**src/rtl/serial_pe_ctrl_pkg.sv**
```systemverilog
// Shared types and constants for the serial PE sequencer.
// Covers the FSM state encoding, the pe_ctl bit positions and the operand/result widths.
package serial_pe_ctrl_pkg;

  localparam int OPND_W       = 16;
  localparam int RES_W        = 32;
  localparam int PE_CTL_W     = 2;
  localparam int PE_CTL_FIRST = 0;
  localparam int PE_CTL_LAST  = 1;

  typedef enum logic [2:0] {
    IDLE,
    ISSUE,
    WAIT_RES,
    WAIT_SLOT,
    FIN
  } state_t;

endpackage

```
**src/rtl/serial_pe_ctrl_if.sv**
```systemverilog
// Bundle of the launch controls, buffer read ports, PE link and result handshake.
// The master modport is the sequencer; the slave modport is its environment.
interface serial_pe_ctrl_if #(
  parameter int ADDR_W = 10,
  parameter int LEN_W  = 8,
  parameter int VEC_W  = 8
) ();
  import serial_pe_ctrl_pkg::*;

  logic                start;
  logic [LEN_W-1:0]    vec_len;
  logic [VEC_W-1:0]    num_vec;
  logic                n_rd_en;
  logic [ADDR_W-1:0]   n_addr;
  logic [OPND_W-1:0]   n_rdata;
  logic                w_rd_en;
  logic [ADDR_W-1:0]   w_addr;
  logic [OPND_W-1:0]   w_rdata;
  logic [OPND_W-1:0]   pe_neuron;
  logic [OPND_W-1:0]   pe_weight;
  logic                pe_vld;
  logic [PE_CTL_W-1:0] pe_ctl;
  logic [RES_W-1:0]    pe_result;
  logic                pe_vld_o;
  logic [RES_W-1:0]    res;
  logic                res_vld;
  logic                res_rdy;
  logic                busy;
  logic                done;

  modport master (
    input  start, vec_len, num_vec, n_rdata, w_rdata, pe_result, pe_vld_o, res_rdy,
    output n_rd_en, n_addr, w_rd_en, w_addr, pe_neuron, pe_weight, pe_vld, pe_ctl,
           res, res_vld, busy, done
  );

  modport slave (
    output start, vec_len, num_vec, n_rdata, w_rdata, pe_result, pe_vld_o, res_rdy,
    input  n_rd_en, n_addr, w_rd_en, w_addr, pe_neuron, pe_weight, pe_vld, pe_ctl,
           res, res_vld, busy, done
  );

endinterface

```
**src/rtl/serial_pe_ctrl_addr_gen.sv**
```systemverilog
// Element/row counters and the weight-row base address for one matrix-vector run.
// Also produces the first/last flags for the current issue slot and the last-row flag.
module serial_pe_ctrl_addr_gen
  import serial_pe_ctrl_pkg::*;
#(
  parameter int ADDR_W = 10,
  parameter int LEN_W  = 8,
  parameter int VEC_W  = 8
) (
  input  logic              clk,
  input  logic              rst_n,
  input  logic              init,
  input  logic [LEN_W-1:0]  vec_len,
  input  logic [VEC_W-1:0]  num_vec,
  input  logic              issue,
  input  logic              row_done,
  output logic [LEN_W-1:0]  elem,
  output logic [ADDR_W-1:0] w_addr,
  output logic              first,
  output logic              last,
  output logic              last_row
);

  logic [LEN_W-1:0]  vec_len_q;
  logic [VEC_W-1:0]  num_vec_q;
  logic [LEN_W-1:0]  elem_q;
  logic [VEC_W-1:0]  row_q;
  logic [ADDR_W-1:0] base_q;

  assign elem     = elem_q;
  assign first    = (elem_q == '0);
  assign last     = (elem_q == vec_len_q - LEN_W'(1));
  assign last_row = (row_q == num_vec_q - VEC_W'(1));
  // Base and offset both wrap modulo 2^ADDR_W.
  assign w_addr   = base_q + ADDR_W'(elem_q);

  always_ff @(posedge clk or negedge rst_n) begin
    if (!rst_n) begin
      vec_len_q <= '0;
      num_vec_q <= '0;
      elem_q    <= '0;
      row_q     <= '0;
      base_q    <= '0;
    end else if (init) begin
      vec_len_q <= vec_len;
      num_vec_q <= num_vec;
      elem_q    <= '0;
      row_q     <= '0;
      base_q    <= '0;
    end else begin
      if (issue)
        elem_q <= last ? '0 : elem_q + LEN_W'(1);
      if (row_done) begin
        row_q  <= row_q + VEC_W'(1);
        base_q <= base_q + ADDR_W'(vec_len_q);
      end
    end
  end

endmodule

```
**src/rtl/serial_pe_ctrl.sv**
```systemverilog
// Sequencer for the serial MAC PE: streams neuron/weight pairs for each output row
// and parks every PE result in a one-entry valid/ready register.
module serial_pe_ctrl
  import serial_pe_ctrl_pkg::*;
#(
  parameter int ADDR_W = 10,
  parameter int LEN_W  = 8,
  parameter int VEC_W  = 8
) (
  input  logic              clk,
  input  logic              rst_n,
  serial_pe_ctrl_if.master  bus
);

  state_t               state_q, state_d;
  logic                 issue, capture, slot_free, args_ok, start_ok, start_zero;
  logic                 first, last, last_row;
  logic [LEN_W-1:0]     elem;
  logic [ADDR_W-1:0]    w_addr;
  logic                 pe_vld_q;
  logic [PE_CTL_W-1:0]  pe_ctl_q;
  logic [RES_W-1:0]     res_q;
  logic                 res_vld_q;
  logic                 done_q;

  assign args_ok    = (bus.vec_len != '0) && (bus.num_vec != '0);
  assign start_ok   = (state_q == IDLE) && bus.start && args_ok;
  assign start_zero = (state_q == IDLE) && bus.start && !args_ok;
  assign issue      = (state_q == ISSUE);
  assign capture    = (state_q == WAIT_RES) && bus.pe_vld_o;
  assign slot_free  = !res_vld_q || bus.res_rdy;

  serial_pe_ctrl_addr_gen #(
    .ADDR_W (ADDR_W),
    .LEN_W  (LEN_W),
    .VEC_W  (VEC_W)
  ) u_addr_gen (
    .clk      (clk),
    .rst_n    (rst_n),
    .init     (start_ok),
    .vec_len  (bus.vec_len),
    .num_vec  (bus.num_vec),
    .issue    (issue),
    .row_done (capture),
    .elem     (elem),
    .w_addr   (w_addr),
    .first    (first),
    .last     (last),
    .last_row (last_row)
  );

  always_ff @(posedge clk or negedge rst_n) begin
    if (!rst_n) state_q <= IDLE;
    else        state_q <= state_d;
  end

  // WAIT_RES is only left once the PE has reported, so pe_vld is always low
  // during the pe_vld_o cycle and the PE accumulator clears between rows.
  always_comb begin
    state_d = state_q;
    case (state_q)
      IDLE:      if (start_ok) state_d = slot_free ? ISSUE : WAIT_SLOT;
      ISSUE:     if (last) state_d = WAIT_RES;
      WAIT_RES:  if (bus.pe_vld_o) state_d = last_row ? FIN : WAIT_SLOT;
      WAIT_SLOT: if (slot_free) state_d = ISSUE;
      FIN:       state_d = IDLE;
      default:   state_d = IDLE;
    endcase
  end

  assign bus.n_rd_en   = issue;
  assign bus.w_rd_en   = issue;
  assign bus.n_addr    = issue ? ADDR_W'(elem) : '0;
  assign bus.w_addr    = issue ? w_addr : '0;
  assign bus.pe_neuron = bus.n_rdata;
  assign bus.pe_weight = bus.w_rdata;
  assign bus.pe_vld    = pe_vld_q;
  assign bus.pe_ctl    = pe_ctl_q;
  assign bus.res       = res_q;
  assign bus.res_vld   = res_vld_q;
  assign bus.busy      = (state_q != IDLE);
  assign bus.done      = done_q;

  // Issue enable and flags delayed one cycle to line up with the buffer read data.
  always_ff @(posedge clk or negedge rst_n) begin
    if (!rst_n) begin
      pe_vld_q <= 1'b0;
      pe_ctl_q <= '0;
    end else begin
      pe_vld_q               <= issue;
      pe_ctl_q               <= '0;
      pe_ctl_q[PE_CTL_FIRST] <= issue && first;
      pe_ctl_q[PE_CTL_LAST]  <= issue && last;
    end
  end

  // A capture beats a same-cycle pop; WAIT_SLOT keeps the two from colliding.
  always_ff @(posedge clk or negedge rst_n) begin
    if (!rst_n) begin
      res_q     <= '0;
      res_vld_q <= 1'b0;
    end else if (capture) begin
      res_q     <= bus.pe_result;
      res_vld_q <= 1'b1;
    end else if (res_vld_q && bus.res_rdy) begin
      res_vld_q <= 1'b0;
    end
  end

  always_ff @(posedge clk or negedge rst_n) begin
    if (!rst_n) done_q <= 1'b0;
    else        done_q <= (state_q == FIN) || start_zero;
  end

endmodule

```
**src/flat_wrapper.sv**
```systemverilog
// flat-port wrapper written by rule: the top's interface ports become plain ports
module serial_pe_ctrl_flat import serial_pe_ctrl_pkg::*;
#(
  parameter int ADDR_W = 10,
  parameter int LEN_W  = 8,
  parameter int VEC_W  = 8
)
  (clk, rst_n, bus_start, bus_vec_len, bus_num_vec, bus_n_rdata, bus_w_rdata, bus_pe_result, bus_pe_vld_o, bus_res_rdy, bus_n_rd_en, bus_n_addr, bus_w_rd_en, bus_w_addr, bus_pe_neuron, bus_pe_weight, bus_pe_vld, bus_pe_ctl, bus_res, bus_res_vld, bus_busy, bus_done);
  serial_pe_ctrl_if #(.ADDR_W(ADDR_W), .LEN_W(LEN_W), .VEC_W(VEC_W)) bus_i ();
  input  logic clk;
  input  logic rst_n;
  input wire logic [$bits(bus_i.start)-1:0] bus_start;
  input wire logic [$bits(bus_i.vec_len)-1:0] bus_vec_len;
  input wire logic [$bits(bus_i.num_vec)-1:0] bus_num_vec;
  input wire logic [$bits(bus_i.n_rdata)-1:0] bus_n_rdata;
  input wire logic [$bits(bus_i.w_rdata)-1:0] bus_w_rdata;
  input wire logic [$bits(bus_i.pe_result)-1:0] bus_pe_result;
  input wire logic [$bits(bus_i.pe_vld_o)-1:0] bus_pe_vld_o;
  input wire logic [$bits(bus_i.res_rdy)-1:0] bus_res_rdy;
  output wire logic [$bits(bus_i.n_rd_en)-1:0] bus_n_rd_en;
  output wire logic [$bits(bus_i.n_addr)-1:0] bus_n_addr;
  output wire logic [$bits(bus_i.w_rd_en)-1:0] bus_w_rd_en;
  output wire logic [$bits(bus_i.w_addr)-1:0] bus_w_addr;
  output wire logic [$bits(bus_i.pe_neuron)-1:0] bus_pe_neuron;
  output wire logic [$bits(bus_i.pe_weight)-1:0] bus_pe_weight;
  output wire logic [$bits(bus_i.pe_vld)-1:0] bus_pe_vld;
  output wire logic [$bits(bus_i.pe_ctl)-1:0] bus_pe_ctl;
  output wire logic [$bits(bus_i.res)-1:0] bus_res;
  output wire logic [$bits(bus_i.res_vld)-1:0] bus_res_vld;
  output wire logic [$bits(bus_i.busy)-1:0] bus_busy;
  output wire logic [$bits(bus_i.done)-1:0] bus_done;
  assign bus_i.start = bus_start;
  assign bus_i.vec_len = bus_vec_len;
  assign bus_i.num_vec = bus_num_vec;
  assign bus_i.n_rdata = bus_n_rdata;
  assign bus_i.w_rdata = bus_w_rdata;
  assign bus_i.pe_result = bus_pe_result;
  assign bus_i.pe_vld_o = bus_pe_vld_o;
  assign bus_i.res_rdy = bus_res_rdy;
  assign bus_n_rd_en = bus_i.n_rd_en;
  assign bus_n_addr = bus_i.n_addr;
  assign bus_w_rd_en = bus_i.w_rd_en;
  assign bus_w_addr = bus_i.w_addr;
  assign bus_pe_neuron = bus_i.pe_neuron;
  assign bus_pe_weight = bus_i.pe_weight;
  assign bus_pe_vld = bus_i.pe_vld;
  assign bus_pe_ctl = bus_i.pe_ctl;
  assign bus_res = bus_i.res;
  assign bus_res_vld = bus_i.res_vld;
  assign bus_busy = bus_i.busy;
  assign bus_done = bus_i.done;
  serial_pe_ctrl #(.ADDR_W(ADDR_W), .LEN_W(LEN_W), .VEC_W(VEC_W)) u_core (.clk(clk), .rst_n(rst_n), .bus(bus_i));
endmodule
```
**config.mk**
```make
export PLATFORM = sky130hd
export DESIGN_NAME = serial_pe_ctrl_flat
export DESIGN_NICKNAME = d
export VERILOG_FILES = /design/src/rtl/serial_pe_ctrl_pkg.sv /design/src/rtl/serial_pe_ctrl_if.sv /design/src/rtl/serial_pe_ctrl_addr_gen.sv /design/src/rtl/serial_pe_ctrl.sv /design/src/flat_wrapper.sv
export SDC_FILE = /design/constraint.sdc
export NUM_CORES = 1
export LEC_CHECK = 0
export BUFFER_PORTS_ARGS = -buffer_cell sky130_fd_sc_hd__buf_2
export CORE_ASPECT_RATIO = 0.7
export CORE_MARGIN = 5
export CORE_UTILIZATION = 50
export CTS_CLUSTER_DIAMETER = 200
export DETAILED_ROUTE_END_ITERATION = 10
export GPL_ROUTABILITY_DRIVEN = 0
export HOLD_SLACK_MARGIN = 0.12
export PLACE_DENSITY = 0.92
export SLEW_MARGIN = 20
export SYNTH_ARGS = -nofsm -noshare
export SYNTH_HDL_FRONTEND = slang
export SYNTH_SLANG_ARGS = --single-unit
```
**constraint.sdc**
```tcl
create_clock -name clk -period 6.3 [get_ports clk]
set_input_delay 0.945 -clock clk [delete_from_list [all_inputs] [get_ports clk]]
set_output_delay 0.945 -clock clk [all_outputs]
set_load 0.03 [all_outputs]
```
# Word-level counts from Yosys, hierarchy flattened
# Index checks and enable logic that the tools add are counted.
# W data, S select, Z words.
[op_classes]
n_addsub = 6
eq_ne = 10
muxes = 18
reduce_logical = 21
[op_table]
columns = ["op", "count"]
rows = [
  ["$mux W8", 6],
  ["$mux W10", 3],
  ["$add A10 B8 Y10", 2],
  ["$add A8 B1 Y8 const B", 2],
  ["$eq A8 B8 Y1", 2],
  ["$reduce_bool A8 Y1", 2],
  ["$sub A8 B1 Y8 const B", 2],
  ["$mux W3", 5],
  ["$pmux W3 S4", 1],
  ["$logic_and A1 B1 Y1", 8],
  ["$logic_not A8 Y1", 1],
  ["$eq A3 B2 Y1 const B", 2],
  ["$reduce_bool A2 Y1", 3],
  ["$ne A2 B1 Y1 const B", 2],
  ["$ne A2 B2 Y1 const B", 2],
  ["$reduce_and A4 Y1", 1],
  ["$eq A3 B1 Y1 const B", 1],
  ["$eq A3 B3 Y1 const B", 1],
  ["$logic_not A3 Y1", 1],
  ["$reduce_bool A3 Y1", 1],
  ["$logic_not A1 Y1", 2],
  ["$logic_or A1 B1 Y1", 2],
  ["$mux W1", 2],
  ["$mux W2", 1],
]
[totals]
register_bits = 82
input_bits = 85
output_inout_bits = 92
elab_cells = 66

# Logic depth before layout (Yosys ltp)
# Gate-level depths: netlist of run 1.
[logic_depth]
depth_word = 5
depth_mapped = 10
ltp_nobuf = 10

# Hierarchy
# Synthesis of run 1 repeated with hierarchy kept, for this count alone.
[unflattened]
hier_cells = 489
hier_area_um2 = 5059.9
[by_module_without_submodules]
columns = ["mod", "n_inst", "cells_per_inst", "area_per_inst_um2", "seq_area_each_um2"]
rows = [
  ["serial_pe_ctrl_addr_gen", 1, 325, 3016.6, 1051.0],
  ["serial_pe_ctrl", 1, 164, 2043.2, 1001.0],
]

# Worst setup path before layout of run 1
# Ideal clock, no wire load.
[synth_timing]
path_kind = "reg-to-output"
startpoint = "register u_core.u_addr_gen.elem_q[0] (netlist: u_core.u_addr_gen.elem[0])"
endpoint = "output bus_w_addr[8]"
t_arrival_ns = 2.417
t_required_ns = 5.355
slack_ns = 2.938
stages_incl_launch_ff = 10
n_path_buf = 0
path_cell_list = "dfrtp_1 -> ha_1 -> fa_1 -> a21o_1 -> a21oi_1 -> nor2b_1 -> o21a_1 -> o41a_1 -> xnor2_1 -> nor2_1"
[synth_between]
elab_chain_len = 2
[synth_lines]
columns = ["element", "line_no", "text"]
rows = [
  ["start, declared", "serial_pe_ctrl_addr_gen.sv:26", "logic [LEN_W-1:0] elem_q;"],
  ["start signal, assigned", "serial_pe_ctrl_addr_gen.sv:52", "elem_q <= last ? '0 : elem_q + LEN_W'(1);"],
  ["$add A10 B8 Y10", "serial_pe_ctrl_addr_gen.sv:35", "assign w_addr = base_q + ADDR_W'(elem_q);"],
  ["$mux W10", "serial_pe_ctrl.sv:74", "assign bus.w_addr = issue ? w_addr : '0;"],
  ["end, declared", "flat_wrapper.sv:23", "output wire logic [$bits(bus_i.w_addr)-1:0] bus_w_addr;"],
]
# No other way between the ends.

# Worst setup path after layout of run 1
# Same ends and word-level chain as after synthesis.

==> impl_metrics.csv, run 1 <==
group,metric,value,unit
run_status,status,"complete, no violations",
worst_setup_path,endpoint,"bus_w_addr[8]",
timing,slew_viol_final,0,
worst_setup_path,r2r-start,"u_core.u_addr_gen.vec_len_q[2]",
timing,finalCritPeriodShare,59.5,%
cells_and_area,fin_cells,748,
logic_synthesis,yosysSeqAreaShare,42.2,%
clock_tree,clk_pin_slew_worst_paths,0.06,ns
cells_and_area,syn_to_final_growth,14.3,%
flow_run,cap_violations,0,
routing,wl_per_cell,15.9,um
cells_and_area,drive_above_1_share,25.2,%
clock_tree,cts-root-buf,"clkbuf_16",
routing,firstDrtPassIters,4,
clock_tree,cts.sinks,82,
logic_synthesis,yosys-top-cells-count,"nand2_1 (127), dfrtp_1 (82), nor2_1 (42)",
power_and_ir_drop,p_leak,2.98,nW
timing,fmaxAchievable,267,MHz
timing,relSlewSlack,49.4,%
timing,min_period,3.75,ns
clock_tree,cts_tree,"done",
worst_setup_path,crit_path_cell_trace,"ha_1, fa_1, a21o_1, a21oi_1, nor2b_1, o21a_1, o41a_1, xnor2_1, nor2_1, buf_2",
worst_setup_path,path_depth,10,
clock_tree,cts_setup_buffers,0,
floorplanning,ioPinCount,177,
global_route,grt_max_degree,83,
routing,num_vias,4124,
global_route,grt_overflow,0,
timing,timing.hold.ws,0.468,ns
logic_synthesis,async_flop_share,100,%
logic_synthesis,synth_enable_flop_cells,0,
timing,hold_viol_final,0,
global_route,antenna_found_initial,0,
worst_setup_path,cp_slowest_cell,"dfrtp_1",
floorplanning,rows,30,
placed_design,dp.cells,732,
clock_tree,insertion_delay,0.34,ns
logic_synthesis,synth_top_cell_by_area,"dfrtp_1",
logic_synthesis,syn_avg_cell_area,8.88,um2
routing,drtIter0Drc,330,
logic_synthesis,ys.flop_type,"dfrtp_1",
cells_and_area,n_antenna_cell,0,
worst_setup_path,rrSetupSlack,3.69,ns
timing,skew,0.00798,ns
worst_setup_path,reg2reg_depth,7,
floorplanning,die_area,11800,um2
worst_setup_path,cp.required,5.35,ns
cells_and_area,nFillCells,865,
logic_synthesis,yosysMostFrequentCell,"nand2_1",
worst_setup_path,worstReg2RegEnd,"u_core.state_q[1]",
logic_synthesis,synth_warnings,0,
worst_setup_path,start_kind,"flip-flop",
worst_setup_path,cp_top_family,"compound AO/OA/AOI/OAI gates",
worst_setup_path,worstSetupEndpointType,"primary output",
timing,timing.setup.tns,0,ns
timing,finalSetupViolCount,0,
cells_and_area,final_core_util,57.9,%
timing,rsz0062_at_grt,"false",
timing,tightest_slew,0.758,ns
global_route,grt_use_total,21.3,%
floorplanning,core_area,9610,um2
cells_and_area,nets,723,
logic_synthesis,syn_area,4870,um2
clock_tree,cts_resized,0,
min_path,hold_path.class,"reg -> reg",
worst_setup_path,cp_max_fo,6,
routing,via_per_inst,5.51,
floorplanning,die_height,92.5,um
worst_setup_path,path_class,"reg -> out",
worst_setup_path,worstPathArrival,2.80,ns
power_and_ir_drop,power_density,460,nW/um2
clock_tree,numCtsBuffers,9,
global_route,grt_pass1_wl,20.5,mm
placed_design,dp_hpwl,8.61,mm
placed_design,port_buffers,110,
floorplanning,start_util,50.7,%
logic_synthesis,synth_area_leaders,"dfrtp_1 (42%), nand2_1 (9.8%), buf_4 (5.4%), ha_1 (5.4%), xor2_1 (4.1%)",
clock_tree,postCtsHoldBufs,0,
clock_tree,cts.path.max_buffers,2,
routing,ant_nets,0,
global_route,grt_pass1_vias,4323,
logic_synthesis,syn_inst,548,
power_and_ir_drop,vdd_ir_drop_max,0.193,mV
worst_setup_path,crit_buf_inv,1,
routing,drc,0,
floorplanning,die_w,128,um
logic_synthesis,ys_types,58,
worst_setup_path,slowest_delay,0.45,ns
logic_synthesis,synth_seq_cells,82,
clock_tree,htree_levels,3,
routing,drt_wl_total,11.9,mm
logic_synthesis,synth_top_area_share,42.2,%
worst_setup_path,crit_start,"u_core.u_addr_gen.elem[0]",
[registers in the layout (all words and copies together) (netlist names)]
name	count
u_core.bus.done	1
u_core.bus.pe_ctl	2
u_core.bus.pe_vld	1
u_core.bus.res	32
u_core.bus.res_vld	1
u_core.state_q	3
u_core.u_addr_gen.base_q	10
u_core.u_addr_gen.elem	8
u_core.u_addr_gen.num_vec_q	8
u_core.u_addr_gen.row_q	8
u_core.u_addr_gen.vec_len_q	8
[cells by family after synthesis]
family                     after synthesis  synth area share, %
xor gates and xnor gates                38                 6.84
and+or+nand+nor                        247                 23.3
DFF                                     82                 42.2
other                                    1               0.0770
AOI/OAI and AO/OA                       74                 10.3
muxes                                   12                 2.75
adders and majority gates               23                 6.22
buffers and inverters                   71                 8.35
[cell type report]
class	count	area, um2	area share (%)
multi-input cells	396	2420	43.5
flip-flops and latches	82	2050	36.9
repair buffers	113	579	10.4
clock buffers	11	243	4.36
well taps	128	160	2.88
clock inverters	5	61.3	1.10
inverters	13	48.8	0.877
[power by group]
part | total, mW | internal, mW | switching (mW)
logic | 1.17 | 0.451 | 0.722
registers | 0.853 | 0.663 | 0.190
clock network | 0.535 | 0.321 | 0.215
[tightest hold or removal path, stage by stage (launching register included)]
cell and delay, ns:
dfrtp_1 0.33, nand2_1 0.05, nand2_1 0.05
[metrics by stage]
stage               power, mW  setup WS (ns)  area [um2]
CTS                      2.58           2.53        5560
global route             2.75           2.33        5560
floorplan                1.73           2.94        4870
finish                   2.56           2.55        5560
global placement         1.94           2.97        5260
detailed placement       2.02           2.91        5260
[metal layers]
metal | vias to the layer above | global-route usage, % | wire length [um] | share of wire [%]
met5 | - | 0 | 0 | 0
met4 | 0 | 8.48 | 302 | 2.5
met3 | 33 | 6.80 | 927 | 7.8
met2 | 160 | 33.8 | 5550 | 47
met1 | 1974 | 26.9 | 5100 | 43
li1 | 1957 | - | - | -
[worst min-delay path by stage]
stage	start	end	slack (ns)	cells past startpoint
finish	u_core.bus.res[12]	u_core.bus.res[12]	0.47	2
global route	u_core.bus.res[5]	u_core.bus.res[5]	0.49	2
CTS	u_core.bus.res[15]	u_core.bus.res[15]	0.47	2
detailed placement	u_core.bus.res[15]	u_core.bus.res[15]	0.46	2
global placement	u_core.bus.res[14]	u_core.bus.res[14]	0.45	2
floorplan	u_core.state_q[2]	u_core.state_q[0]	0.49	1
[cells in the final DEF (no fill, tap or decap), types with 12 or more instances in the layout]
cell       n
dfrtp_1   82
o21ai_0   19
nand2_1  127
inv_1     12
xor2_1    23
ha_1      21
nor2_1    41
buf_2    109
and3_1    14
xnor2_1   15
(Power assumes the default switching activity.)
==> run 2: changes to the inputs <==
- clock period: 6.3 -> 3.5 ns (I/O delays scaled with it)
==> run 2 against run 1 <==
  * Sequential share of layout area shrank 0.18 points
  * Global-route usage is 0.44 points lower
  * Clock skew is 0.00084 ns higher
  * Critical path depth is the same
  * Utilization increased by 0.31 points
  * Cell count unchanged
  * Power up 83%
  * Critical path type unchanged
  * Critical endpoint unchanged
  * Highest routed layer unchanged
==> impl_metrics.csv, run 2 (synthesis results as in run 1) <==
group,metric,value,unit
worst_setup_path,start_kind,"flip-flop",
worst_setup_path,cp_slowest_cell,"dfrtp_2",
power_and_ir_drop,vdd_ir_drop_max,0.432,mV
worst_setup_path,reg2reg_depth,7,
clock_tree,postCtsHoldBufs,0,
global_route,antenna_found_initial,0,
timing,timing.setup.tns,0,ns
routing,firstDrtPassIters,5,
floorplanning,core_area,9610,um2
clock_tree,cts.sinks,82,
placed_design,dp_hpwl,8.82,mm
timing,relSlewSlack,49.3,%
worst_setup_path,cp_max_fo,6,
cells_and_area,nets,724,
clock_tree,cts_setup_buffers,0,
global_route,grt_pass1_vias,4176,
cells_and_area,layout_common_cells,"nand2_1 (127), buf_2 (108), dfrtp_1 (81)",
cells_and_area,drive_above_1_share,25.5,%
worst_setup_path,crit_path_cell_trace,"ha_1, fa_1, a21o_1, a21oi_2, nor2b_1, o21a_1, o41a_1, xnor2_1, nor2_1, buf_4",
placed_design,port_buffers,110,
worst_setup_path,worstReg2RegEnd,"u_core.state_q[1]",
cells_and_area,finish.instance_area,5590,um2
worst_setup_path,rrSetupSlack,0.89,ns
worst_setup_path,worstSetupEndpointType,"primary output",
power_and_ir_drop,p_leak,2.99,nW
routing,num_vias,4148,
cells_and_area,layout_commonest_cell,"nand2_1",
timing,slew_viol_final,0,
timing,tightest_slew,0.760,ns
routing,ant_nets,0,
clock_tree,numCtsBuffers,9,
floorplanning,rows,30,
routing,drc,0,
floorplanning,die_height,92.5,um
placed_design,place_area,5260,um2
clock_tree,insertion_delay,0.34,ns
worst_setup_path,slowest_delay,0.45,ns
floorplanning,die_area,11800,um2
routing,drtIter0Drc,299,
clock_tree,htree_levels,3,
global_route,grt_overflow,0,
floorplanning,ioPinCount,177,
clock_tree,cts_resized,0,
timing,finalCritPeriodShare,95.5,%
routing,via_per_inst,5.55,
floorplanning,die_w,128,um
timing,skew,0.00882,ns
worst_setup_path,worstPathArrival,2.82,ns
cells_and_area,n_antenna_cell,0,
clock_tree,cts_tree,"done",
clock_tree,cts.path.max_buffers,2,
worst_setup_path,r2r-start,"u_core.u_addr_gen.vec_len_q[2]",
cells_and_area,syn_to_final_growth,14.9,%
routing,wl_per_cell,16.0,um
flow_run,cap_violations,0,
global_route,grt_use_total,20.8,%
worst_setup_path,path_class,"reg -> out",
timing,rsz0062_at_grt,"false",
timing,min_period,3.34,ns
power_and_ir_drop,power_density,836,nW/um2
floorplanning,start_util,50.7,%
clock_tree,cts-root-buf,"clkbuf_16",
timing,hold_viol_final,0,
power_and_ir_drop,total_power,4.68,mW
cells_and_area,largest_register_ff_count,32,
worst_setup_path,cp.required,2.97,ns
global_route,grt_pass1_wl,20.0,mm
routing,drt_wl_total,12.0,mm
min_path,hold_path.class,"in -> async",
clock_tree,clk_pin_slew_worst_paths,0.06,ns
timing,fmaxAchievable,299,MHz
global_route,grt_max_degree,83,
run_status,status,"complete, no violations",
timing,finalSetupViolCount,0,
run 2: cell count changes in the layout (fill, tap and decap cells not counted):
cell	change
buf_2	-1
clkinvlp_4	+1
inv_6	-2
clkinv_2	-1
bufinv_16	+1
a21oi_1	-1
dfrtp_2	+1
buf_4	+2
dfrtp_1	-1
a21oi_2	+1
run 2: how the worst max path moves through the flow:
stage,start,to,slack (ns)
after floorplan,u_core.u_addr_gen.elem[0],bus_w_addr[8],0.56
after global placement,u_core.u_addr_gen.elem[0],bus_w_addr[8],0.57
after detailed placement,u_core.u_addr_gen.elem[0],bus_w_addr[8],0.44
after CTS,u_core.u_addr_gen.elem[0],bus_w_addr[8],0.08
after global routing,u_core.u_addr_gen.elem[0],bus_w_addr[8],0.04
final,u_core.u_addr_gen.elem[0],bus_w_addr[8],0.16
run 2: metrics by stage:
stage	hold slack, ns	instances	worst slack (ns)	util (%)
floorplan	0.229	549	0.558	-
global placement	0.452	733	0.573	54.8
detailed placement	0.458	733	0.444	54.8
CTS	0.367	748	0.0812	58.1
global route	0.295	748	0.0387	58.2
finish	0.220	748	0.158	58.2
run 2: worst max-delay path, delay by kind of cell, from the launching register on:
family,cells,cell delay [ns]
compound gates,4,0.88
xor+xnor,1,0.19
fa+ha+maj,2,0.65
buf+inv,1,0.19
flops,1,0.45
simple gates,2,0.13
run 2: cell type report:
class                           count  area, um2
Fill cell                         837       4020
Multi-Input combinational cell    396       2420
Sequential cell                    82       2050
Timing Repair Buffer              114        589
Clock buffer                       11        243
Tap cell                          128        160
Clock inverter                      4       76.3
Inverter                           13       48.8
run 2: report_power, final:
part / leakage (nW) / switching, mW / internal (mW)
Combinational: 1.75 / 1.31 / 0.816
Sequential: 1.08 / 0.335 / 1.20
Clock: 0.152 / 0.381 / 0.642
Total: 2.99 / 2.03 / 2.65
run 2: metal layers:
layer / track usage, % / share of wire [%]
met5: 0 / 0
met4: 5.83 / 1.2
met3: 7.20 / 9.4
met2: 33.1 / 47
met1: 27.1 / 43
==> run 3: changes to the inputs <==
- CORE_UTILIZATION: 50 -> 45
- PLACE_DENSITY: 0.92 -> 0.88
- clock period: 3.5 -> 2.9 ns (I/O delays scaled with it)
==> run 3 against run 2 <==
  * The run now ends with negative setup slack left
  * Die area rose by 10%
  * Cell count grew 1.6%
  * Clock power rose by 16%
  * Combinational power increased by 23%
  * Critical path type unchanged
  * Largest power group unchanged
  * Highest routed layer unchanged
==> impl_metrics.csv, run 3 (synthesis results as in run 1) <==
group,metric,value,unit
floorplanning,rows,31,
global_route,grt_pass1_vias,4247,
run_status,status,"finished with violations",
timing,rsz0062_at_grt,"true",
timing,fmaxAchievable,328,MHz
routing,num_vias,4131,
cells_and_area,layout_common_cells,"nand2_1 (127), buf_2 (107), dfrtp_1 (80)",
worst_setup_path,rrSetupSlack,0.36,ns
timing,tightest_slew,0.665,ns
timing,slew_viol_final,0,
routing,via_per_inst,5.44,
global_route,antenna_found_initial,0,
timing,relSlewSlack,55.7,%
worst_setup_path,cp.required,2.47,ns
clock_tree,htree_levels,3,
floorplanning,core_area,10500,um2
timing,timing.setup.tns,-0.145,ns
routing,wl_per_cell,15.5,um
routing,firstDrtPassIters,5,
cells_and_area,layout_commonest_cell,"nand2_1",
timing,hold_viol_final,0,
min_path,hold_path.class,"in -> async",
worst_setup_path,worstPathArrival,2.61,ns
worst_setup_path,start_kind,"flip-flop",
timing,skew,0.00576,ns
timing,finalSetupViolCount,1,
worst_setup_path,worstSetupEndpointType,"primary output",
global_route,grt_pass1_wl,20.3,mm
worst_setup_path,worstReg2RegEnd,"u_core.state_q[1]",
clock_tree,cts.sinks,82,
clock_tree,insertion_delay,0.34,ns
power_and_ir_drop,vdd_ir_drop_max,0.530,mV
worst_setup_path,endpoint,"bus_w_addr[8]",
worst_setup_path,path_class,"reg -> out",
placed_design,port_buffers,110,
placed_design,place_ws,0.0411,ns
floorplanning,die_height,97.0,um
routing,drt_wl_total,11.8,mm
clock_tree,cts_tree,"done",
floorplanning,start_util,46.5,%
worst_setup_path,reg2reg_depth,7,
clock_tree,numCtsBuffers,9,
clock_tree,cts.path.max_buffers,2,
power_and_ir_drop,p_leak,3.02,nW
timing,fin_ws,-0.145,ns
clock_tree,clk_pin_slew_worst_paths,0.06,ns
cells_and_area,nets,731,
clock_tree,cts-root-buf,"clkbuf_16",
cells_and_area,n_antenna_cell,0,
routing,drc,0,
cells_and_area,syn_to_final_growth,16.3,%
placed_design,dp_hpwl,8.82,mm
cells_and_area,drive_above_1_share,27.2,%
run_status,violations,"negative setup slack",
global_route,grt_overflow,0,
floorplanning,ioPinCount,177,
floorplanning,die_w,134,um
flow_run,cap_violations,0,
global_route,grt_max_degree,49,
timing,min_period,3.04,ns
global_route,grt_use_total,18.8,%
routing,drtIter0Drc,292,
worst_setup_path,cp_max_fo,2,
power_and_ir_drop,power_density,994,nW/um2
floorplanning,die_area,13000,um2
routing,ant_nets,0,
timing,finalCritPeriodShare,105,%
worst_setup_path,crit_start,"u_core.u_addr_gen.elem[0]",
cells_and_area,largest_register_ff_count,32,
worst_setup_path,r2r-start,"u_core.u_addr_gen.vec_len_q[0]",
[run 3: layout make-up]
class,count,area [um2]
fillers,939,4810
clock inverters,7,81.3
multi-input cells,396,2430
clock buffers,9,225
flip-flops and latches,82,2050
repair buffers,121,653
inverters,13,48.8
well taps,132,165
[run 3: critical path, cell delays in order, from the launching register on]
cell	delay (ns)
dfrtp_1	0.38
ha_2	0.21
fa_2	0.37
a21o_1	0.18
a21oi_2	0.13
nor2b_1	0.07
o21a_1	0.19
o41a_1	0.33
xnor2_1	0.13
nor2_1	0.10
buf_4	0.18
[run 3: what timing repair did]
action | CTS | global route
setup buffers | 2 | 0
hold endpoints to repair | 0 | 0
hold buffers | 0 | 0
setup endpoints to repair | 3 | 4
gates cloned | 0 | 0
resized for setup | 5 | 4
pin swaps | 3 | 0
[run 3: worst min path at each step]
stage,slack (ns),start,depth (start not counted),end
2_1_floorplan,0.14,rst_n,0,u_core.bus.done
3_3_place_gp,0.45,u_core.bus.res[14],2,u_core.bus.res[14]
3_5_place_dp,0.46,u_core.bus.res[7],2,u_core.bus.res[7]
4_1_cts,0.15,rst_n,1,u_core.u_addr_gen.elem[3]
5_1_grt,0.18,rst_n,1,u_core.bus.pe_ctl[0]
6_report,0.13,rst_n,1,u_core.u_addr_gen.elem[5]
[run 3: report_power, final]
group | leakage [nW] | switching, mW | internal, mW | total [mW]
clock network | 0.147 | 0.495 | 0.681 | 1.18
registers | 1.08 | 0.383 | 1.44 | 1.83
logic | 1.79 | 1.60 | 1.03 | 2.62
[run 3: metal layers]
layer / vias to the layer above / wire length [um] / global-route usage [%]
met4: 0 / 195 / 5.95
li1: 1964 / - / -
met5: - / 0 / 0
met3: 27 / 1140 / 6.79
met1: 1937 / 5040 / 24.9
met2: 203 / 5420 / 28.7
[run 3: through the flow]
| stage | total power, mW | instance area [um2] | utilization [%] | instances | hold slack, ns |
|---|---|---|---|---|---|
| floorplan | 3.77 | 4870 | - | 549 | 0.139 |
| global placement | 4.29 | 5320 | 50.8 | 742 | 0.454 |
| detailed placement | 4.41 | 5320 | 50.8 | 742 | 0.461 |
| CTS | 5.63 | 5660 | 54.0 | 760 | 0.148 |
| global route | 6.01 | 5660 | 54.1 | 760 | 0.183 |
| finish | 5.62 | 5660 | 54.1 | 760 | 0.126 |
